<file path="src/rtl/spi_cfg_master.sv">
// rtl/spi_cfg_master.sv - SPI Mode 0 write-only configuration master with command FIFO
module spi_cfg_master #(
    parameter int CLK_DIV    = 4,
    parameter int FIFO_DEPTH = 4,
    parameter int CS_GAP     = 8
) (
    input  logic       clk,
    input  logic       rst_n,
    input  logic       cmd_valid_i,
    output logic       cmd_ready_o,
    input  logic [6:0] cmd_addr_i,
    input  logic [7:0] cmd_data_i,
    output logic       sclk_o,
    output logic       copi_o,
    output logic       ncs_o,
    output logic       busy_o,
    output logic       frame_done_o,
    output logic [4:0] fifo_level_o
);
    localparam int          AW       = $clog2(FIFO_DEPTH);
    localparam logic [AW:0] PTR_ONE  = (AW+1)'(1);
    localparam logic [AW:0] FULL_LVL = (AW+1)'(FIFO_DEPTH);
    localparam logic [7:0]  DIV_LAST = 8'(CLK_DIV - 1);
    // GAP lasts CS_GAP-1 cycles; the IDLE cycle that follows completes the ncs-high gap.
    localparam logic [7:0]  GAP_LAST = (CS_GAP > 2) ? 8'(CS_GAP - 2) : 8'd0;

    typedef enum logic [2:0] {S_IDLE, S_SETUP, S_HIGH, S_LOW, S_HOLD, S_GAP} state_t;

    state_t      state_q;
    logic [7:0]  phase_q;
    logic [4:0]  bit_q;
    logic [14:0] shift_q;
    logic        sclk_q, copi_q, ncs_q, done_q;

    logic [14:0] mem_q [FIFO_DEPTH];
    logic [AW:0] wr_ptr_q, rd_ptr_q, level;
    logic        push, pop, phase_end;

    assign level       = wr_ptr_q - rd_ptr_q;
    assign cmd_ready_o = (level != FULL_LVL);
    assign push        = cmd_valid_i & cmd_ready_o;
    assign pop         = (state_q == S_IDLE) && (level != '0);
    assign phase_end   = (phase_q == DIV_LAST);

    always_ff @(posedge clk or negedge rst_n) begin
        if (!rst_n) begin
            wr_ptr_q <= '0;
            rd_ptr_q <= '0;
        end else begin
            if (push) wr_ptr_q <= wr_ptr_q + PTR_ONE;
            if (pop)  rd_ptr_q <= rd_ptr_q + PTR_ONE;
        end
    end

    always_ff @(posedge clk) begin
        if (push) mem_q[wr_ptr_q[AW-1:0]] <= {cmd_addr_i, cmd_data_i};
    end

    // shift_q holds the 15 bits after the constant write flag, which copi_q carries at SETUP.
    always_ff @(posedge clk or negedge rst_n) begin
        if (!rst_n) begin
            state_q <= S_IDLE;
            phase_q <= '0;
            bit_q   <= '0;
            shift_q <= '0;
            sclk_q  <= 1'b0;
            copi_q  <= 1'b0;
            ncs_q   <= 1'b1;
            done_q  <= 1'b0;
        end else begin
            done_q <= 1'b0;
            case (state_q)
                S_IDLE: begin
                    if (pop) begin
                        shift_q <= mem_q[rd_ptr_q[AW-1:0]];
                        copi_q  <= 1'b1;
                        ncs_q   <= 1'b0;
                        sclk_q  <= 1'b0;
                        phase_q <= '0;
                        bit_q   <= '0;
                        state_q <= S_SETUP;
                    end
                end
                S_SETUP, S_LOW: begin
                    if (phase_end) begin
                        phase_q <= '0;
                        sclk_q  <= 1'b1;
                        state_q <= S_HIGH;
                    end else begin
                        phase_q <= phase_q + 8'd1;
                    end
                end
                S_HIGH: begin
                    if (phase_end) begin
                        phase_q <= '0;
                        sclk_q  <= 1'b0;
                        bit_q   <= bit_q + 5'd1;
                        if (bit_q == 5'd15) begin
                            state_q <= S_HOLD;
                        end else begin
                            copi_q  <= shift_q[14];
                            shift_q <= {shift_q[13:0], 1'b0};
                            state_q <= S_LOW;
                        end
                    end else begin
                        phase_q <= phase_q + 8'd1;
                    end
                end
                S_HOLD: begin
                    if (phase_end) begin
                        phase_q <= '0;
                        ncs_q   <= 1'b1;
                        done_q  <= 1'b1;
                        state_q <= S_GAP;
                    end else begin
                        phase_q <= phase_q + 8'd1;
                    end
                end
                S_GAP: begin
                    if (phase_q == GAP_LAST) begin
                        phase_q <= '0;
                        state_q <= S_IDLE;
                    end else begin
                        phase_q <= phase_q + 8'd1;
                    end
                end
                default: state_q <= S_IDLE;
            endcase
        end
    end

    assign sclk_o       = sclk_q;
    assign copi_o       = copi_q;
    assign ncs_o        = ncs_q;
    assign frame_done_o = done_q;
    assign busy_o       = (state_q != S_IDLE) || (level != '0);
    assign fifo_level_o = 5'(level);
endmodule

</file>
<file path="config.mk">
export PLATFORM = sky130hd
export DESIGN_NAME = spi_cfg_master
export DESIGN_NICKNAME = d
export VERILOG_FILES = /design/src/rtl/spi_cfg_master.sv
export SDC_FILE = /design/constraint.sdc
export NUM_CORES = 1
export LEC_CHECK = 0
export BUFFER_PORTS_ARGS = -buffer_cell sky130_fd_sc_hd__buf_2
export CAP_MARGIN = 25
export CORE_MARGIN = 4
export CORE_UTILIZATION = 30
export CTS_CLUSTER_DIAMETER = 60
export CTS_CLUSTER_SIZE = 25
export DETAILED_ROUTE_END_ITERATION = 7
export GPL_ROUTABILITY_DRIVEN = 0
export PLACE_DENSITY = 0.48
export SYNTH_ARGS = -nofsm -noshare
export SYNTH_HDL_FRONTEND = slang
export SYNTH_SLANG_ARGS = --single-unit
</file>
<file path="constraint.sdc">
create_clock -name clk -period 3.1 [get_ports clk]
set_input_delay 0.62 -clock clk [delete_from_list [all_inputs] [get_ports clk]]
set_output_delay 0.62 -clock clk [all_outputs]
set_load 0.02 [all_outputs]
</file>
; ---- After elaboration in Yosys (flattened, before gate mapping)
; Memory sizes are Yosys's and may differ from the RTL's.
; Cells that the tools add are included.
[word_totals]
reg_bits = 41
memories = 1
inputBits = 18
output_inout_bits = 11
mem_bits_rw = 60
word_cells = 80
[memory_table]
columns = memory, words, word_bits, rd, rd_clocked_by_memory_dff, write_ports, line_no
row1 = mem_q, 4, 15, 1, 0, 1, 35  ; logic [14:0] mem_q [FIFO_DEPTH];
[classes]
n_addsub = 5
bitwise_logic = 1
muxes = 31
n_reduce_logical = 17
n_eq_ne = 15
[ops]
columns = operator, n
row1 = $mux 15, 3
row2 = $pmux 15 s2, 1
row3 = $mux 8, 3
row4 = $pmux 8 s3, 1
row5 = $mux 3, 6
row6 = $pmux 3 s5, 1
row7 = $ne 2x2->1 const B, 6
row8 = $reduce_bool 3->1, 4
row9 = $mux 1, 10
row10 = $mux 5, 2
row11 = $pmux 5 s2, 1
row12 = $add 8x1->8 const B, 1
row13 = $eq 8x2->1 const B, 1
row14 = $eq 8x3->1 const B, 1
row15 = $reduce_and 4->1, 2
row16 = $add 3x1->3 const B, 2
row17 = $eq 3x2->1 const B, 2
row18 = $eq 3x3->1 const B, 2
row19 = $reduce_and 3->1, 2
row20 = $add 5x1->5 const B, 1
row21 = $eq 5x4->1 const B, 1
row22 = $reduce_and 5->1, 1
row23 = $pmux 1 s2, 2
row24 = $reduce_bool 2->1, 2
row25 = other kinds (11), 11

; ---- Depth between registers and ports, before layout
; Gate-level depths: netlist of the first run.
[depth]
ltp_word = 5
ltp_mapped = 9
depth_no_buf = 8

; ---- Worst setup path before layout of the first run
; OpenSTA, ideal clock, no wires.
[synth_timing]
kind = register -> register
from = register wr_ptr_q[0]
to = memory mem_q[3][0] (enable)
path_stages_with_launch = 7
setup_time_ns = 0.374
t_arrival_ns = 2.179
required_time_ns = 2.726
path_buffers = 0
period_less_slack_ns = 2.553
slack_ns = 0.547
cell_sequence = dfrtp_1 inv_1 ha_1 fa_1 xor3_1 nand3_1 and3_1
[synth_between]
elab_chain_cells = 5
[synth_rtl]
columns = item, line_no
row1 = start: declaration, 36  ; logic [AW:0] wr_ptr_q, rd_ptr_q, level;
row2 = start signal: assignment, 50  ; if (push) wr_ptr_q <= wr_ptr_q + PTR_ONE;
row3 = $sub 3x3->3, 39  ; assign level = wr_ptr_q - rd_ptr_q;
row4 = via fifo_level_o[2], 18  ; output logic [4:0] fifo_level_o
row5 = $ne 3x3->1, 40  ; assign cmd_ready_o = (level != FULL_LVL);
row6 = via cmd_ready_o, 10  ; output logic cmd_ready_o,
row7 = $and 1x1->1, 41  ; assign push = cmd_valid_i & cmd_ready_o;
row8 = $mux 1, 56  ; if (push) mem_q[wr_ptr_q[AW-1:0]] <= {cmd_addr_i, cmd_data_i};
row9 = $mux 1 (not written as such), 56
row10 = end: declaration, 35
; The timed path passes the listed nets, and every way through them passes these cells.

; ---- Final worst setup path of the first run
[layout_timing]
from = register wr_ptr_q[0]
to = output busy_o
[layout_between]
elab_chain_cells = 3
[layout_rtl]
columns = item, line_no
row1 = $sub 3x3->3, 39
row2 = $reduce_bool 3->1, 136  ; assign busy_o = (state_q != S_IDLE) || (level != '0);
row3 = $logic_or 1x1->1, 136
row4 = end: declaration, 16  ; output logic busy_o,
; Every way passes these cells.

==> results of run 1 <==
==> path summary, 6_finish.rpt <==
kind                                          from                 endpoint  slack, ns  cells past startpoint
setup / recovery           wr_ptr_q[0]$_DFFE_PN0N_                   busy_o       0.22                      7
hold / removal                               rst_n  rd_ptr_q[2]$_DFFE_PN0P_       0.21                      1
setup reg to reg           wr_ptr_q[0]$_DFFE_PN0N_   phase_q[4]$_DFFE_PN0P_       0.56                      8
hold reg to reg             shift_q[8]$_DFFE_PN0P_   shift_q[8]$_DFFE_PN0P_       0.48                      2
max in group asynchronous                    rst_n        ncs_o$_DFFE_PN1P_       2.34                      2
min in group clk            shift_q[8]$_DFFE_PN0P_   shift_q[8]$_DFFE_PN0P_       0.48                      2
==> critical path, delay by kind of cell, from the launching register on <==
kind	cells	cell delay [ns]
xor+xnor	1	0.26
fa+ha+maj	2	0.60
flops	1	0.37
buf+inv	2	0.29
simple gates	2	0.40
==> state kept, by name, summed over array words and instances, names as in the netlist, 3 cells and up <==
signal,count
bit_q,5
mem_q,60
phase_q,8
rd_ptr_q,3
shift_q,15
state_q,3
wr_ptr_q,3
==> cell usage in the layout (no fill, tap or decap), types with 4 or more instances in the layout <==
master     instances
and3_1            11
edfxtp_1          60
dfrtp_1           40
buf_2             26
a21o_1             5
mux4_2            15
inv_1              8
mux2i_1           16
a21oi_1            4
clkbuf_16          9
nor2_1             9
nand3_1            5
nand2_1           29
nor3b_1            5
ha_1              10
o21ai_0           28
buf_4              8
==> metal layers <==
metal  global-route usage  share of wire  wire length (um)  vias up
li1                     -              -                 -     1170
met1                0.138           0.45              3680     1200
met3               0.0304          0.032               264       10
met2                0.177           0.50              4070       29
met4               0.0337          0.015               120        0
met5                    0              0                 0        -
==> logic make-up after synthesis <==
kind of cell | Yosys count | share of synthesized area
compound gates | 49 | 0.0670
xor+xnor | 7 | 0.0176
fa+ha+maj | 11 | 0.0335
buf+inv | 23 | 0.0251
flops | 101 | 0.653
mux | 31 | 0.115
other cells | 1 | 0.000865
simple gates | 74 | 0.0883
==> cell type report <==
| type | instances | share of cell area |
|---|---|---|
| multi-input combinational | 174 | 0.281 |
| clock buffer | 10 | 0.0458 |
| inverter | 8 | 0.00601 |
| clock inverter | 6 | 0.0138 |
| sequential | 101 | 0.566 |
| tap | 180 | 0.0451 |
| timing repair buffer | 35 | 0.0421 |
==> through the flow <==
stage,worst slack (ns),instance area (um^2),utilization
5_1_grt,0.0315,5000,0.357
3_3_place_gp,0.611,4680,0.334
6_report,0.218,5000,0.357
2_1_floorplan,0.547,4340,-
4_1_cts,0.176,4980,0.356
3_5_place_dp,0.523,4680,0.334
==> power breakdown <==
group          switching [mW]  total, mW  internal [mW]
clock                   0.497       1.13          0.635
sequential             0.0434       1.68           1.64
combinational           0.358      0.566          0.207
total                   0.899       3.38           2.48
==> metrics.md, run 1 <==
| Metric | Value |
|---|---|
| Outcome | `complete, no violations` |
| Placed Cells incl. Taps | `a little under 500` |
| GRT Total Usage | `0.108` |
| Max VDD drop | `roughly 0.31 mV` |
| Die height | `128 um` |
| Slowest stage delay, CP | `0.38 ns` |
| Area share of the largest cell type after synthesis | `0.416` |
| Max-capacitance violation count | `0` |
| Vias per cell | `~4.7` |
| Nets | `about 360` |
| Total Power | `3.38 mW` |
| Diode count | `0` |
| EDFF count, synth | `60` |
| Routed vias | `roughly 2400` |
| Required time of the worst setup path | `~2.5 ns` |
| Fmax | `about 0.35 GHz` |
| Post-Syn Area per Cell | `14.6 um^2` |
| Final ANT Viol Nets | `0` |
| Leakage | `~2.1 nW` |
| Mapped cell area | `approximately 0.0043 mm^2` |
| HPWL Detailed | `5060 um` |
| Min Tclk post-route | `2.88 ns` |
| Critical path class | `reg2out` |
| Cell Pwr Density | `a little under 700 mW/mm^2` |
| Top cells by area, synth | `edfxtp_1 42%, dfrtp_1 23%, mux4_2 7.8%` |
| CTS tree | `built` |
| Chip Width | `about 130 um` |
| Residual DRC | `0` |
| Slew HR | `0.569` |
| Top cells by count, synth | `60 x edfxtp_1, 40 x dfrtp_1, 29 x nand2_1, 28 x o21ai_0, 16 x mux2i_1` |
| Share of cells above drive strength 1 | `0.213` |
| CTS sink cnt | `101` |
| Core area | `about 0.014 mm^2` |
| Clock buffer depth | `2` |
| CTS root buf | `clkbuf_16` |
| Starting DRT DRC Count | `82` |
| Placement Rows | `43` |
| Hold Buf Count CTS | `0` |
| Top-count cell post-synth | `edfxtp_1` |
| Share of synthesized registers carrying an async set or reset | `0.406` |
| Post-synthesis cell type count | `44` |
| Register area share after synthesis | `0.653` |
| Multi-input gate area | `around 0.0014 mm^2` |
| FF+latch area | `~0.0028 mm^2` |
| Main flop type after synthesis | `edfxtp_1` |
| Largest net degree at the start of global routing | `42` |
| Final slew viol count | `0` |
| DR pass1 iterations | `4` |
| Slowest cell on crit path | `fa_1` |
| Worst min path class | `in2async` |
| Initial Util | `0.310` |
| H-tree level count | `3` |
| Clock latency on the worst-skew pair | `roughly 0.34 ns` |
| Post-cts sizing count | `0` |
| Fillers | `1381` |
| Tcrit/Tclk final | `0.930` |
| Die ar. | `between 0.015 and 0.02 mm^2` |
| Dominant cell type by area after synthesis | `edfxtp_1` |
| Clock Skews | `roughly 0.0070 ns` |
| Post-route insts no fill | `between 500 and 600` |
| Final setup fails | `0` |
| First-pass GRT wire length | `between 10000 and 15000 um` |
| Setup bufs post-CTS | `0` |
| Vias in the first global route | `roughly 2600` |
| Avg WL per Cell | `~16 um` |
| Critical Path AT | `~2.3 ns` |
| Worst-path clk slew | `0.07 ns` |
| Synth Instances | `around 300` |
| Setup TNS | `0 ns` |
| Drt total wl | `about 8100 um` |
| CP Max Fanout | `5` |
| Final Hold Slack | `approximately 0.21 ns` |
| RSZ-0062 raised after global routing | `no` |
| Setup crit start kind | `register` |
| Io pins | `29` |
| Least-Margin Pin Slew | `about 0.65 ns` |
| Total grt overflow | `0` |
| Crit path cell chain | `inv_1 > ha_1 > fa_1 > xor3_1 > nor2_1 > nand2_1 > buf_2` |
| Final hold violation count | `0` |
| Synthesized flop and latch total | `around 100` |
| Layout Area Growth over Synthesis | `15.3%` |
| Synth warnings | `0` |
| Number of buffers created by CTS | `9` |
| Endpoint class of the critical path | `output pin` |
| Initial antenna violation count | `0` |
| IO buf count | `26` |
(Power assumes the default switching activity.)
==> run 2: changes to the inputs <==
- CORE_ASPECT_RATIO: not set -> 0.7
==> run 2 against run 1 <==
  * First-iteration DRC count rose by 43%
  * Maximum frequency rose by 1.6%
  * Clock-buffer cell count did not move
  * Clock skew shrank 0.00091 ns
  * Final area rose by 0.38%
  * Via count shrank 0.29%
  * Global-route usage is 0.14 points higher
  * Setup slack better by 0.044 ns
  * Combinational power increased by 4.8%
  * Sequential power about the same
  * Hold slack worse by 0.099 ns
  * Core utilization about the same
==> metrics.md, run 2 (synthesized netlist as in run 1, its figures left out) <==
| Metric | Value |
|---|---|
| Outcome | `complete, no violations (unchanged)` |
| Nets | `358 (unchanged)` |
| Leakage | `2.09 nW (was 2.10 nW)` |
| Placed Area | `0.00469 mm^2 (was 0.00468 mm^2)` |
| Core area | `0.0141 mm^2 (was 0.0140 mm^2)` |
| DR pass1 iterations | `4 (unchanged)` |
| CP Max Fanout | `6 (was 5)` |
| Worst-path clk slew | `0.07 ns (about the same)` |
| Clock buffer depth | `2 (unchanged)` |
| Fmax | `0.352 GHz (was 0.347 GHz)` |
| H-tree level count | `3 (unchanged)` |
| Critical Path AT | `2.22 ns (was 2.26 ns)` |
| Layout Area Growth over Synthesis | `15.7% (was 15.3%)` |
| Final setup fails | `0 (unchanged)` |
| Most frequent cells in the layout | `60 x edfxtp_1, 40 x dfrtp_1, 29 x nand2_1 (unchanged)` |
| Vias per cell | `4.58 (was 4.69)` |
| GRT Total Usage | `0.109 (was 0.108)` |
| Io pins | `29 (unchanged)` |
| Critical path class | `reg2out (unchanged)` |
| Initial antenna violation count | `0 (unchanged)` |
| Clock Skews | `0.00612 ns (was 0.00703 ns)` |
| Starting DRT DRC Count | `117 (was 82)` |
| Largest register FFs | `60 (unchanged)` |
| Switching share of power | `0.284 (was 0.266)` |
| Post-layout instance area | `0.00501 mm^2 (was 0.00500 mm^2)` |
| Worst min path class | `in2async (unchanged)` |
| Residual DRC | `0 (unchanged)` |
| Placement Rows | `36 (was 43)` |
| Comb pwr share | `0.176 (was 0.167)` |
| Flop pwr share | `0.499 (was 0.498)` |
| Number of buffers created by CTS | `9 (unchanged)` |
| Total Power | `3.38 mW (about the same)` |
| Pint | `2.42 mW (was 2.48 mW)` |
| Routed vias | `2402 (was 2409)` |
| Min Tclk post-route | `2.84 ns (was 2.88 ns)` |
| Required time of the worst setup path | `2.48 ns (about the same)` |
| Drt total wl | `8190 um (was 8130 um)` |
| First-pass GRT wire length | `13700 um (was 13600 um)` |
| Avg WL per Cell | `15.6 um (was 15.8 um)` |
| Chip Width | `152 um (was 128 um)` |
| Setup bufs post-CTS | `0 (unchanged)` |
| Max-capacitance violation count | `0 (unchanged)` |
| Final worst setup slack | `0.262 ns (was 0.218 ns)` |
| Post-cts sizing count | `0 (unchanged)` |
| Reg2reg setup slack | `0.56 ns (about the same)` |
| Share of cells above drive strength 1 | `0.216 (was 0.213)` |
| Tcrit/Tclk final | `0.915 (was 0.930)` |
| Setup TNS | `0 ns (unchanged)` |
| Total grt overflow | `0 (unchanged)` |
| Final hold violation count | `0 (unchanged)` |
| Slew HR | `0.571 (was 0.569)` |
| HPWL Detailed | `5250 um (was 5060 um)` |
| Cell Pwr Density | `673 mW/mm^2 (was 677 mW/mm^2)` |
| Least-Margin Pin Slew | `0.642 ns (was 0.646 ns)` |
| CTS sink cnt | `101 (unchanged)` |
| Die height | `109 um (was 128 um)` |
| Final slew viol count | `0 (unchanged)` |
| Hold Buf Count CTS | `0 (unchanged)` |
| IO buf count | `26 (unchanged)` |
| CTS tree | `built (unchanged)` |
| CTS root buf | `clkbuf_16 (unchanged)` |
| Die ar. | `0.0165 mm^2 (was 0.0164 mm^2)` |
| Worst slack, placed | `0.493 ns (was 0.523 ns)` |
| Psw | `958 uW (was 899 uW)` |
| Most common cell after layout, fill and taps aside | `edfxtp_1 (unchanged)` |
| Largest net degree at the start of global routing | `42 (unchanged)` |
| Endpoint class of the critical path | `output pin (unchanged)` |
| Setup crit start kind | `register (unchanged)` |
| Max VDD drop | `0.315 mV (was 0.311 mV)` |
| Clock share of power | `0.325 (was 0.335)` |
| RSZ-0062 raised after global routing | `no (unchanged)` |
| Final ANT Viol Nets | `0 (unchanged)` |
| Clock latency on the worst-skew pair | `0.34 ns (about the same)` |
| Vias in the first global route | `2422 (was 2570)` |
| Initial Util | `0.308 (was 0.310)` |
| Diode count | `0 (unchanged)` |
run 2: changes by cell type in the layout (fill, tap and decap cells not counted), sizes merged:
| cell | before | now |
|---|---|---|
| inv | 11 | 10 |
| bufinv | 1 | 0 |
| clkinv | 2 | 4 |
run 2: final timing paths:
path	start	end	cells past startpoint
setup / recovery	wr_ptr_q[0]$_DFFE_PN0N_	cmd_ready_o	6
hold reg to reg	rd_ptr_q[2]$_DFFE_PN0P_	rd_ptr_q[2]$_DFFE_PN0P_	1
setup reg to reg	wr_ptr_q[0]$_DFFE_PN0N_	phase_q[4]$_DFFE_PN0P_	8
max in group asynchronous	rst_n	ncs_o$_DFFE_PN1P_	2
min in group clk	rd_ptr_q[2]$_DFFE_PN0P_	rd_ptr_q[2]$_DFFE_PN0P_	1
hold / removal	rst_n	phase_q[1]$_DFFE_PN0P_	1
run 2: area by class of cell:
type	count	area [um^2]
Sequential cell	101	2830
Inverter	8	30.0
Clock buffer	10	229
Timing Repair Buffer	35	210
Fill cell	1367	9040
Clock inverter	6	67.6
Multi-Input combinational cell	174	1410
Tap cell	190	238
run 2: power by group through the flow:
| stage | Sequential, mW | Combinational, mW | Clock (mW) |
|---|---|---|---|
| final | 1.68 | 0.593 | 1.10 |
| after global routing | 1.70 | 0.661 | 1.19 |
| after CTS | 1.69 | 0.592 | 1.14 |
| after detailed placement | 1.72 | 0.587 | 0 |
| after global placement | 1.71 | 0.586 | 0 |
| after floorplan | 1.70 | 0.363 | 0 |
run 2: stage by stage:
step / instances / hold slack [ns] / util
after CTS: 523 / 0.471 / 0.355
after floorplan: 298 / 0.324 / -
final: 524 / 0.114 / 0.357
after global placement: 507 / 0.461 / 0.334
after detailed placement: 507 / 0.467 / 0.334
after global routing: 524 / 0.111 / 0.357
run 2: worst max-delay path, stage by stage, from the launching register on:
cell and delay [ns]:
dfrtp_1 0.39, inv_1 0.11, ha_1 0.23, fa_1 0.37
xor3_1 0.35, nand3_1 0.22, buf_2 0.22
run 2: metal layers:
layer	up-vias	GRT usage	wire [um]
met5	-	0	0
li1	1169	-	-
met2	36	0.158	3660
met1	1190	0.161	4140
met4	0	0.0250	68
met3	7	0.0327	320
